$ cat src/rtl/tt_bist_pkg.sv
// Shared types and constants for the truth-table BIST controller.
package tt_bist_pkg;

    // Controller states: idle, hold a vector while the unit under test settles,
    // one-cycle compare, results held.
    typedef enum logic [1:0] {
        IDLE   = 2'd0,
        SETTLE = 2'd1,
        CHECK  = 2'd2,
        DONE   = 2'd3
    } state_t;

    // Three inputs {A,B,C} give eight vectors.
    localparam int NUM_VECS = 8;

    // Truth table of F = A'BC + B'(AC'+A'C) + (ABC'+A'B')C', bit index = {A,B,C}.
    localparam logic [NUM_VECS-1:0] DEFAULT_EXPECTED = 8'h5B;

endpackage

$ cat src/rtl/tt_bist.sv
// Exhaustive truth-table BIST for a 3-input, 1-output combinational unit.
// Each vector {A,B,C} is driven for SETTLE_CYCLES cycles (legal 1..15), then F
// is compared against EXPECTED in a single CHECK cycle. Error count and the
// first failing vector are held in DONE until the next start or reset.
// Optional build macro TT_BIST_STOP_ON_FAIL_EN: end the run at the first mismatch.
module tt_bist
    import tt_bist_pkg::*;
#(
    parameter logic [NUM_VECS-1:0] EXPECTED      = DEFAULT_EXPECTED,
    parameter int unsigned         SETTLE_CYCLES = 4
) (
    input  logic       clk,
    input  logic       rst,
    input  logic       start,
    input  logic       f_in,
    output logic       a_out,
    output logic       b_out,
    output logic       c_out,
    output logic       busy,
    output logic       done,
    output logic       pass,
    output logic [3:0] err_count,
    output logic       fail_valid,
    output logic [2:0] fail_vec
);

    localparam logic [2:0] LAST_VEC = 3'(NUM_VECS - 1);
    localparam logic [3:0] RELOAD   = 4'(SETTLE_CYCLES - 1);

`ifdef TT_BIST_STOP_ON_FAIL_EN
    localparam bit STOP_ON_FAIL = 1'b1;
`else
    localparam bit STOP_ON_FAIL = 1'b0;
`endif

    state_t     state, state_n;
    logic [2:0] vec, vec_n;
    logic [3:0] cnt, cnt_n;
    logic [3:0] err_n;
    logic       fail_valid_n;
    logic [2:0] fail_vec_n;
    logic       mismatch;

    // Stimulus is the registered vector index itself.
    assign a_out = vec[2];
    assign b_out = vec[1];
    assign c_out = vec[0];

    assign busy = (state == SETTLE) || (state == CHECK);
    assign done = (state == DONE);
    assign pass = (state == DONE) && (err_count == 4'd0);

    // Case-inequality so an unknown F in simulation is treated as a mismatch.
    assign mismatch = (state == CHECK) && (f_in !== EXPECTED[vec]);

    // Register all controller state; reset clears every result.
    always_ff @(posedge clk) begin
        if (rst) begin
            state      <= IDLE;
            vec        <= 3'd0;
            cnt        <= 4'd0;
            err_count  <= 4'd0;
            fail_valid <= 1'b0;
            fail_vec   <= 3'd0;
        end else begin
            state      <= state_n;
            vec        <= vec_n;
            cnt        <= cnt_n;
            err_count  <= err_n;
            fail_valid <= fail_valid_n;
            fail_vec   <= fail_vec_n;
        end
    end

    // Next-state and result update: hold everything unless a state acts on it.
    always_comb begin
        state_n      = state;
        vec_n        = vec;
        cnt_n        = cnt;
        err_n        = err_count;
        fail_valid_n = fail_valid;
        fail_vec_n   = fail_vec;

        case (state)
            IDLE, DONE: begin
                if (start) begin
                    state_n      = SETTLE;
                    vec_n        = 3'd0;
                    cnt_n        = RELOAD;
                    err_n        = 4'd0;
                    fail_valid_n = 1'b0;
                    fail_vec_n   = 3'd0;
                end
            end
            SETTLE: begin
                if (cnt == 4'd0) begin
                    state_n = CHECK;
                end else begin
                    cnt_n = cnt - 4'd1;
                end
            end
            CHECK: begin
                if (mismatch) begin
                    err_n = err_count + 4'd1;
                    if (!fail_valid) begin
                        fail_valid_n = 1'b1;
                        fail_vec_n   = vec;
                    end
                end
                if ((mismatch && STOP_ON_FAIL) || (vec == LAST_VEC)) begin
                    state_n = DONE;
                end else begin
                    state_n = SETTLE;
                    vec_n   = vec + 3'd1;
                    cnt_n   = RELOAD;
                end
            end
            default: begin
                state_n = IDLE;
            end
        endcase
    end

endmodule

$ cat config.mk
export PLATFORM = sky130hd
export DESIGN_NAME = tt_bist
export DESIGN_NICKNAME = d
export VERILOG_FILES = /design/src/rtl/tt_bist_pkg.sv /design/src/rtl/tt_bist.sv
export SDC_FILE = /design/constraint.sdc
export NUM_CORES = 1
export LEC_CHECK = 0
export BUFFER_PORTS_ARGS = -buffer_cell sky130_fd_sc_hd__buf_4
export CAP_MARGIN = 20
export CORE_AREA = 2 2 57 59
export CTS_CLUSTER_DIAMETER = 120
export DETAILED_ROUTE_END_ITERATION = 10
export DIE_AREA = 0 0 59 61
export PLACE_DENSITY_LB_ADDON = 0.1
export SLEW_MARGIN = 30
export SYNTH_ARGS = -nofsm -noshare
export SYNTH_HDL_FRONTEND = slang
export SYNTH_SLANG_ARGS = --single-unit
$ cat constraint.sdc
create_clock -name clk -period 2.2 [get_ports clk]
set_input_delay 0.44 -clock clk [delete_from_list [all_inputs] [get_ports clk]]
set_output_delay 0.44 -clock clk [all_outputs]
set_load 0.01 [all_outputs]
After elaboration in Yosys (flattened, before gate mapping)
Memories as Yosys holds them, arrays and structs flattened. A register that Yosys moved wholly into a read port is not among the register bits.
Cells that the tools add are included.
Storage, ports and cells
  memories kept: 1
  output and inout port bits: 14
  bits of input ports: 4
  flip-flop bits (word level): 17
  bits in read-only memories: 8
  word-level logic and storage cells: 58
Memory list
  (no name shown): depth 8, bits a word 1, read ports 1, clocked after memory_dff 1, write ports 0, line tt_bist.sv:54  | assign mismatch = (state == CHECK) && (f_in !== EXPECTED[vec]);
Operators by class
  reduce and logical (&&, ||, !) cells: 13
  $add $sub $neg: 3
  muxes and demuxes: 23
  equal/unequal tests: 11
  order comparisons: 1
Operator list (count)
  2-to-1 mux 4 bit: 5
  2-to-1 mux 3 bit: 6
  one-hot mux 3 bit (2 select lines): 2
  one-hot mux 4 bit (3 select lines): 1
  != test 2 bit (second input constant): 5
  AND reduction 3 bit: 3
  logical NOT 4 bit: 2
  one-hot mux 4 bit (2 select lines): 1
  2-to-1 mux 2 bit: 3
  one-hot mux 2 bit (3 select lines): 1
  adder 4 x 1 -> 4 bit (second input constant): 1
  equality test 2 bit (second input constant): 2
  less-than comparator 3 x 4 -> 1 bit (second input constant): 1
  AND reduction 4 bit: 1
  subtractor 4 x 1 -> 4 bit (second input constant): 1
  adder 3 x 1 -> 3 bit (second input constant): 1
  equality test 3 bit (second input constant): 1
  2-to-1 mux 1 bit: 3
  equality test 2 x 1 -> 1 bit (second input constant): 1
  logical AND 1 bit: 2
  logical NOT 2 bit: 1
  != test 2 x 1 -> 1 bit (second input constant): 1
  one-hot mux 1 bit (2 select lines): 1
  AND reduction 2 bit: 1
  4 further kinds: 4

Longest topological paths before layout
Gate-level depths: netlist of the first run.
  word-level depth: 6
  depth in mapped cells: 8

Worst setup path after synthesis of the first run
No wires, ideal clock.
  path kind: register to register
  from: register state[0]
  to: register err_count[3]
  library setup time: 0.071 ns
  data required time: 2.129 ns
  period minus slack after synthesis: 1.683 ns
  path slack: 0.517 ns
  arrival: 1.612 ns
  cell stages (with the launch flop): 8
  cells stage by stage: dfxtp_1 -> inv_1 -> ha_1 -> and2b_4 -> a211o_1 -> nor3_2 -> o21ai_1 -> a21oi_1
On the way
  word-level cells in the longest chain between the ends: 4
Ends and longest elaborated chain
  start, declared: line tt_bist.sv:36  | state_t state, state_n;
  start signal, assigned: line tt_bist.sv:66  | state <= state_n;
  equality test 2 bit, or another cell as far along: line tt_bist.sv:84  | case (state)
  OR reduction 2 bit or logical AND 1 bit (tied branches): line tt_bist.sv:84, tt_bist.sv:54
  != test 2 bit (no source line) or nonzero test 2 bit (tied branches)
  AND reduction 3 bit (no source line)
  end signal, assigned: line tt_bist.sv:69  | err_count <= err_n;
  end, declared: line tt_bist.sv:22  | output logic [3:0] err_count,
Several ways; a longest one is shown, not always the timed one.
A chain may end at the register's enable or synchronous reset.

Worst setup path after layout of the first run
Ends and elaborated chain as after synthesis.

==> results.md, run 1 <==
* Iter 0 DRT Violations at 34
* Placed inst area at 0.00116 mm2
* Clk slew on worst S/H paths at 0.11 ns
* Synth top area cells: dfxtp_1 36%, ha_1 12%, nand2_1 6.0%
* Cell count after placement at 172
* All-Layer GR Usage at 13.0%
* Initial Utilization at 34.2%
* First-pass GRT wire length at between 3 and 4 mm
* Pre-CTS WS at approximately 0.35 ns
* Share of the synthesized area in the top cell type at 35.7%
* First-pass DRT Iterations at 3
* Sequential share of the synthesized area at 35.7%
* H-tree depth at 1
* Wire per inst at 11.9 um
* CTS buffer count at 3
* Root Driver: clkbuf_4
* Synth Warn # at 0
* # IOs at 18
* Hold Violations, Final at 0
* Die width at roughly 59 um
* WP data arrival at 2.08 ns
* CTS tree: built
* Peak VDD IR at around 350 uV
* Crit start category: flip-flop
* GPL Wtd Cong at 0.749
* Worst slew pin tran at 0.471 ns
* Number of synthesized flops with an enable pin at 0
* Rows at 20
* Layout area overhead at 17.6%
* Pin count of the biggest net entering global routing at 19
* Core area at 0.00295 mm2
* Max-cap viol count at 0
* Post-Layout Cell Count at 175
* LEAKAGE at a little over 0.5 nW
* Clock Path Buffers at 2
* Period utilization at 84.2%
* Layout Utilization at 40.2%
* Asr flop ratio synth at 0%
* Register bit total from synthesis at 18
* Die area at 0.00360 mm2
* Number of global-route vias before repair at 804
* Initial antenna violation count at 0
* Status: complete, no violations
* Final setup vio count at 0
* Crit path max fanout at 7
* Setup_tns at 0 ns
* Post-route cell area at 0.00119 mm2
* Mapped Cells at 126
* Main flop type after synthesis: dfxtp_1
* FMAX at 0.540 GHz
* Share of cells above drive strength 1 at 17.6%
* Hold buffers post-CTS at 0
* Skew-Pair Late Insertion Delay at 0.29 ns
* # port buffers at 17
* Post-DP HPWL at 1.57 mm
* Worst setup EP type: flip-flop
* Rel. slew slack at 68.3%
* Detail Route Antenna Nets at 0
* Antenna Cells at 0
* Final Skew at ~0.0074 ns
* Dominant cell type by area after synthesis: dfxtp_1
* CTS resizes at 0
* Nets at 158
* DRC at 0
* Syn_nets at 140
* Syn_area_per_cell at 8.00 um2
* FF-to-FF Start: state[0]
* Final Worst Setup Slack at 0.348 ns
* HP Class: primary input to flip-flop
* Vias at slightly below 900
* Die H at 61 um
* Mapped cell area at slightly above 0.001 mm2
* Setup CP Type: flip-flop to flip-flop
* Setup Buffers After CTS at 0
* Crit. Startpoint: state[0]
* Routed WL at 2.08 mm
* Gr ovfl total at 0
* Final min period at 1.85 ns
* Clock Sinks at 18
* WP data required at 2.43 ns
* Vias per cell at 5.07
* Slew Limit Fails at 0
* RSZ-0062 raised after global routing: false
* Most frequent cells in the layout: 18 x dfxtp_1, 18 x buf_4, 16 x nand2_1
* Synth unique cells at 31
* PwrDens at 799 mW/mm2
* Hold path startpoint: rst
## area by class of cell
type / count / area (um2)
clock buffer: 3 / 22.5
fill: 319 / 1770
inverter: 7 / 26.3
multi-input combinational: 96 / 601
sequential: 18 / 360
tap: 33 / 41.3
timing repair buffer: 18 / 135
## layer usage
metal  wire length (um)  GRT usage (%)  vias to the layer above  share of wire [%]
li1                   -              -                      466                  -
met1               1030           16.1                      404                 49
met2                953           21.6                       13                 46
met3                 71           2.56                        4                3.4
met4                 26           6.82                        0                1.3
met5                  0              0                        -                  0
## metrics by stage
stage	hold slack, ns	power, mW
final	0.448	0.948
after global routing	0.457	1.04
after detailed placement	0.450	0.791
after floorplan	0.451	0.687
after global placement	0.440	0.785
after CTS	0.460	0.956
## synthesized netlist by cell type (2+ instances only)
library cell / n
dfxtp_1: 18
nand2_1: 16
nor2_1: 12
a21oi_1: 11
ha_1: 10
inv_1: 7
nand2b_1: 6
o21ai_0: 6
a211oi_1: 5
nand3_1: 4
nand4_1: 3
nor3_1: 3
a21o_1: 2
a22o_1: 2
a22oi_1: 2
buf_2: 2
clkbuf_1: 2
nor2b_1: 2
## power breakdown
part | internal [mW] | switching, mW | leakage [nW]
registers | 0.357 | 0.0312 | 0.146
logic | 0.154 | 0.240 | 0.345
clock network | 0.0637 | 0.102 | 0.0138
## flip-flops by register name, indices dropped and copies added, names as in the netlist, named ones only
register / count
cnt: 4
err_count: 4
fail_vec: 3
vec: 3
state: 2
fail_valid: 1
## cells by family (layout without fill, tap and decap cells)
family	after synthesis	in the layout	share of synthesized area, %
adders and majority gates	10	10	12.4
DFF	18	18	35.7
and+or+nand+nor	53	53	26.3
AOI/OAI and AO/OA	32	32	20.0
buffers and inverters	12	28	4.72
xor gates and xnor gates	1	1	0.869
## critical path, stage by stage (launching register included)
cell     delay, ns
dfxtp_1       0.41
inv_1         0.06
ha_1          0.35
and2b_4       0.22
a211o_1       0.38
nor3_2        0.17
o21ai_1       0.08
a21oi_1       0.11
## worst paths after layout
kind             endpoint  depth (start not counted)  slack (ns)
max reg2reg  err_count[3]                          7        0.35
min reg2reg   fail_vec[1]                          2        0.46
max          err_count[3]                          7        0.35
min           fail_vec[2]                          2        0.45
Power figures use the tool's default switching activity.
==> run 2, diff against run 1 <==
ABC_AREA = 1   (was not set)
CORE_AREA = 2 2 60 62   (was 2 2 57 59)
DIE_AREA = 0 0 62 64   (was 0 0 59 61)
clock period = 1.9 ns   (was 2.2 ns; I/O delays follow)
==> results.md, run 2 <==
* DRC at 0 (unchanged)
* Most common cell in the netlist: nand2_1
* Skew-Pair Late Insertion Delay at 0.29 ns (about the same)
* Mapped cell area at 0.00111 mm2 (+11%)
* Initial antenna violation count at 0 (unchanged)
* Layout area overhead at 18.3%
* Crit-path max cell delay at 0.42 ns (about the same)
* RSZ-0062 raised after global routing: false
* Iter 0 DRT Violations at 60 (+76%)
* First-pass DRT Iterations at 4 (+1)
* First-pass GRT wire length at 4.13 mm (+18%)
* Power share of the sequential group at 33.1% (-7.8 points)
* Cell count after placement at 222 (+29%)
* Nets at 195 (+23%)
* XOR/XNOR Fraction of Synth Area at 1.57% (+0.70 points)
* Die width at 62 um (+5.1%)
* CTS tree: built
* Post-Layout Cell Count at 226 (+29%)
* Most frequent cells in the layout: 43 x nand2_1, 27 x inv_1, 18 x dfxtp_1, 18 x buf_4, 11 x nand3_1
* Setup CP Type: flip-flop to output port
* Antenna Cells at 0 (unchanged)
* Syn_area_per_cell at 6.92 um2 (-13%)
* Status: complete, no violations
* LEAKAGE at 0.681 nW (+35%)
* Sw power at 656 uW (+76%)
* Internal at 873 uW (+52%)
* Mapped Cells at 161 (+28%)
* Clock Path Buffers at 2 (unchanged)
* Core area at 0.00328 mm2 (+11%)
* # IOs at 18 (unchanged)
* Gr ovfl total at 0 (unchanged)
* Max-cap viol count at 0 (unchanged)
* Switching Fraction at 42.9% (+3.5 points)
* HP Class: primary input to flip-flop
* PwrDens at 1160 mW/mm2 (+45%)
* Rows at 21 (+5.0%)
* H-tree depth at 1 (unchanged)
* All-Layer GR Usage at 13.6% (+0.58 points)
* Final min period at around 1.7 ns
* Final Skew at 0.00118 ns (-0.00626 ns)
* Number of global-route vias before repair at 961 (+20%)
* Worst slew pin tran at 0.410 ns (-0.0602 ns)
* Top flop regs: cnt: 4 flops, err_count: 4 flops
* Clk slew on worst S/H paths at 0.11 ns (about the same)
* Synth Area in Compound Gates at 9.20% (-11 points)
* Synth top area cells: dfxtp_1 32%, nand2_1 15%, ha_1 11%
* Worst setup EP type: output port
* Vias per cell at 4.42 (-13%)
* Synth Warn # at 0 (unchanged)
* Most frequent cells after synthesis: 44 x nand2_1, 27 x inv_1, 18 x dfxtp_1, 11 x nand3_1, 10 x ha_1
* Routed WL at 2.42 mm (+16%)
* Share of cells above drive strength 1 at 21.1% (+3.5 points)
* CTS buffer count at 3 (unchanged)
* Main combinational cell family by area after synthesis: simple AND/OR/NAND/NOR gates
* Slew Limit Fails at 0 (unchanged)
* Setup_tns at 0 ns (unchanged)
* Initial Utilization at 33.9% (-0.21 points)
* Hold Violations, Final at 0 (unchanged)
* Synthesized-area fraction occupied by adder cells at 11.2% (-1.2 points)
* Setup Buffers After CTS at 0 (unchanged)
* Peak VDD IR at 467 uV (+35%)
* Die area at 0.00397 mm2 (+10%)
* Simple-Gate Fraction of Synth Area at 32.1% (+5.8 points)
* Critical Path, Cell by Cell: inv_1 > ha_1 > inv_2 > buf_4
* Register bit total from synthesis at 18 (unchanged)
* Slowest stage cell, crit path: dfxtp_1
* Syn_nets at 175 (+25%)
* Die H at 64 um (+4.9%)
* Post-DP HPWL at 1.87 mm (+19%)
* Crit path max fanout at 4 (-3)
* Rel. slew slack at 72.6% (+4.3 points)
* Dominant cell type by area after synthesis: dfxtp_1
* Pin count of the biggest net entering global routing at 12 (-7)
* Clock power share at 15.9% (-1.6 points)
* Number of synthesized flops with an enable pin at 0 (unchanged)
* Post-synthesis mux area share at 0% (unchanged)
* Period utilization at 92.0%
* Layout Utilization at 40.2% (about the same)
* Detail Route Antenna Nets at 0 (unchanged)
* Wire per inst at 10.7 um (-9.9%)
* WP data arrival at 1.37 ns (-0.71 ns)
* Clock Sinks at 18 (unchanged)
* Synth unique cells at 24 (-23%)
* # port buffers at 17 (unchanged)
* Combinational Power Share at 51.1% (+9.5 points)
* GPL Wtd Cong at 0.816 (+8.9%)
* Asr flop ratio synth at 0% (unchanged)
* Commonest non-fill, non-tap cell in the layout: nand2_1
* FMAX at 0.572 GHz
* Final setup vio count at 0 (unchanged)
* Vias at 999 (+13%)
* Root Driver: clkbuf_4
* Main flop type after synthesis: dfxtp_1
* Hold Slack at 0.321 ns (-0.126 ns)
* Share of the synthesized area in the top cell type at 32.3% (-3.4 points)
* Sequential share of the synthesized area at 32.3% (-3.4 points)
* Crit start category: flip-flop
* WP data required at 1.52 ns (-0.91 ns)
==> run 2: changes by cell type after synthesis, moves of 5 or more <==
cell / previous run / this run
nand2b_1: 6 / 0
nand2_1: 16 / 44
inv_2: 0 / 5
a211oi_1: 5 / 0
nand3_1: 4 / 11
inv_1: 7 / 27
==> run 2: cells by family after synthesis <==
group / count (synthesis)
simple gates: 78
buf+inv: 36
flops: 18
compound gates: 17
fa+ha+maj: 10
xor+xnor: 2
==> run 2: final cells by class <==
cell class / count / area, um2
fill: 341 / 1970
multi-input combinational: 107 / 606
sequential: 18 / 360
timing repair buffer: 18 / 135
inverter: 33 / 124
tap: 46 / 57.6
clock buffer: 4 / 36.3
==> run 2: critical path, delay by kind of cell, from the launching register on <==
family                     cells  cell delay (ns)
adders and majority gates      1             0.34
buffers and inverters          3             0.32
DFF                            1             0.42
==> run 2: final timing paths <==
check                           startpoint            to  slack (ns)  cells past startpoint
worst min-delay path                   rst  err_count[2]        0.32                      2
worst max register to register    state[0]     flip-flop        0.26                      8
worst min register to register    state[1]      state[1]        0.51                      2
worst max-delay path              state[0]          busy        0.15                      4
==> run 2: per-stage QoR <==
stage | power [mW] | area (um2) | worst slack, ns
after floorplan | 1.10 | 1110 | 0.437
after global placement | 1.27 | 1280 | 0.262
after detailed placement | 1.29 | 1280 | 0.165
after CTS | 1.55 | 1320 | 0.132
after global routing | 1.70 | 1320 | 0.0715
final | 1.53 | 1320 | 0.152
==> run 2: power groups by stage <==
stage | sequential (mW) | combinational (mW) | clock, mW
global placement | 0.510 | 0.758 | 0
global route | 0.517 | 0.906 | 0.273
finish | 0.505 | 0.781 | 0.243
floorplan | 0.522 | 0.578 | 0
detailed placement | 0.514 | 0.778 | 0
CTS | 0.506 | 0.783 | 0.259
==> run 2: layer usage <==
layer  track usage, %  wire length, um
met1             16.7             1110
met2             23.4             1220
met3             1.82               72
met4             4.79               20
met5                0                0
==> run 2: what timing repair did <==
item,in CTS,in global routing
endpoints found under the setup margin,0,1
hold buffers,0,0
gates resized for setup,0,1
==> run 3, diff against run 2 <==
ABC_AREA = not set   (was 1)
CORE_AREA = 2 2 57 59   (was 2 2 60 62)
DIE_AREA = 0 0 59 61   (was 0 0 62 64)
==> results.md, run 3 (synthesized netlist as in run 1, its figures left out) <==
* Share of cells above drive strength 1 at 21.1% (-0.023 points)
* Routed WL at 2.23 mm (-7.8%)
* Critical Path, Cell by Cell: inv_1 > ha_1 > o21ai_0 > a22o_1 > nand2_1 > a2bb2oi_1
* Pre-CTS WS at 0.174 ns (+0.00917 ns)
* FMAX at 0.572 GHz (about the same)
* Worst Path Buf+Inv at 1 (-2)
* Rows at 20 (-4.8%)
* First-pass DRT Iterations at 4 (unchanged)
* Worst slew pin tran at 0.517 ns (+0.106 ns)
* Layout area overhead at 21.5%
* Vias per cell at 5.11 (+16%)
* HP Class: primary input to flip-flop
* Pin count of the biggest net entering global routing at 19 (+7)
* Final Skew at 0.00708 ns (+0.00590 ns)
* Sequential cell area at 360 um2 (unchanged)
* Power Total at 1.13 mW (-26%)
* Top flop regs: cnt: 4 flops, err_count: 4 flops
* Layout Utilization at 41.5% (+1.3 points)
* Cell count after placement at 177 (-20%)
* # IOs at 18 (unchanged)
* Initial Utilization at 34.2% (+0.21 points)
* Skew-Pair Late Insertion Delay at 0.30 ns (about the same)
* Worst setup EP type: flip-flop
* Clock power share at 17.4% (+1.5 points)
* First-pass GRT wire length at 3.90 mm (-5.5%)
* Initial antenna violation count at 0 (unchanged)
* Clock Sinks at 18 (unchanged)
* Rel. slew slack at 65.2% (-7.4 points)
* Most frequent cells in the layout: 23 x buf_4, 18 x dfxtp_1, 16 x nand2_1
* Root Driver: clkbuf_4
* Vias at 920 (-7.9%)
* Die width at 59 um (-4.8%)
* DRC at 0 (unchanged)
* LEAKAGE at 0.531 nW (-22%)
* Antenna Cells at 0 (unchanged)
* Status: complete, no violations
* Post-route cell area at 0.00122 mm2 (-7.1%)
* Peak VDD IR at 380 uV (-19%)
* PwrDens at 923 mW/mm2 (-20%)
* Combinational Power Share at 43.7% (-7.4 points)
* Nets at 163 (-16%)
* Die area at 0.00360 mm2 (-9.3%)
* Fillers at 318 (-6.7%)
* H-tree depth at 1 (unchanged)
* Period utilization at 92.1% (about the same)
* Hold buffers post-CTS at 0 (unchanged)
* Setup CP Type: flip-flop to flip-flop
* Switching Fraction at 39.2% (-3.7 points)
* Placed inst area at 0.00120 mm2 (-6.2%)
* Hold Violations, Final at 0 (unchanged)
* Detail Route Antenna Nets at 0 (unchanged)
* CTS buffer count at 3 (unchanged)
* Hold Slack at 0.384 ns (+0.0632 ns)
* Top delay family on crit path: compound AO/OA/AOI/OAI gates
* Number of global-route vias before repair at 875 (-8.9%)
* Max-cap viol count at 0 (unchanged)
* Final min period at 1.75 ns (+0.000681 ns)
* Commonest non-fill, non-tap cell in the layout: buf_4
* # port buffers at 17 (unchanged)
* Crit path max fanout at 5 (+1)
* Clk slew on worst S/H paths at 0.11 ns (about the same)
* Slew Limit Fails at 0 (unchanged)
* Post-DP HPWL at 1.70 mm (-9.2%)
* Sw power at 444 uW (-32%)
* Clock Path Buffers at 2 (unchanged)
* GPL Wtd Cong at 0.795 (-2.6%)
* Multi-input logic area at 602 um2 (-0.62%)
* Setup Buffers After CTS at 0 (unchanged)
* RSZ-0062 raised after global routing: false
* Die H at 61 um (-4.7%)
* Slowest stage cell, crit path: o21ai_0
* Post-Layout Cell Count at 180 (-20%)
* WP data required at 2.09 ns (+0.57 ns)
* Final Worst Setup Slack at 0.151 ns (-0.000681 ns)
* Wire per inst at 12.4 um (+16%)
* All-Layer GR Usage at 14.3% (+0.65 points)
* WP data arrival at 1.94 ns (+0.57 ns)
* CTS tree: built
* Internal at 687 uW (-21%)
* Final setup vio count at 0 (unchanged)
* Power share of the sequential group at 38.9% (+5.8 points)
* Setup_tns at 0 ns (unchanged)
* Crit start category: flip-flop
* Crit-path max cell delay at 0.45 ns (+0.03 ns)
* CTS resizes at 0 (unchanged)
* Iter 0 DRT Violations at 32 (-47%)
* Gr ovfl total at 0 (unchanged)
* Core area at 0.00295 mm2 (-10%)
==> run 3: cell count changes in the layout (fill, tap and decap cells not counted), moves of 3 or more <==
| cell | change |
|---|---|
| inv_1 | -20 |
| inv_2 | -5 |
| nand2b_1 | +6 |
| buf_4 | +5 |
| nand2_1 | -27 |
| nor2_1 | +4 |
| o21ai_0 | +3 |
| a211oi_1 | +5 |
| nand3_2 | -3 |
| nand3_1 | -7 |
| nand2_2 | -5 |
==> run 3: worst paths after layout <==
kind                from            to  slack, ns  cells after the start
max             state[0]     flip-flop       0.15                      6
max reg2reg     state[0]     flip-flop       0.15                      6
min                  rst  err_count[3]       0.38                      2
min reg2reg  fail_vec[1]   fail_vec[1]       0.46                      2
==> run 3: power by group through the flow <==
| stage | combinational (mW) | sequential, mW | clock, mW |
|---|---|---|---|
| CTS | 0.497 | 0.440 | 0.203 |
| floorplan | 0.345 | 0.451 | 0 |
| detailed placement | 0.493 | 0.448 | 0 |
| finish | 0.494 | 0.440 | 0.197 |
| global placement | 0.483 | 0.447 | 0 |
| global route | 0.572 | 0.445 | 0.223 |
==> run 3: layout make-up <==
cell class / count / area share, %
repair buffers: 23 / 14.1
flip-flops and latches: 18 / 29.4
well taps: 33 / 3.37
inverters: 7 / 2.15
multi-input cells: 96 / 49.1
clock buffers: 3 / 1.84
==> run 3: routing by layer <==
metal / vias up / global-route usage [%] / wire [um]
met1: 425 / 19.3 / 1080
met2: 13 / 23.0 / 1080
met4: 0 / 4.87 / 12
li1: 480 / - / -
met3: 2 / 2.56 / 61
met5: - / 0 / 0
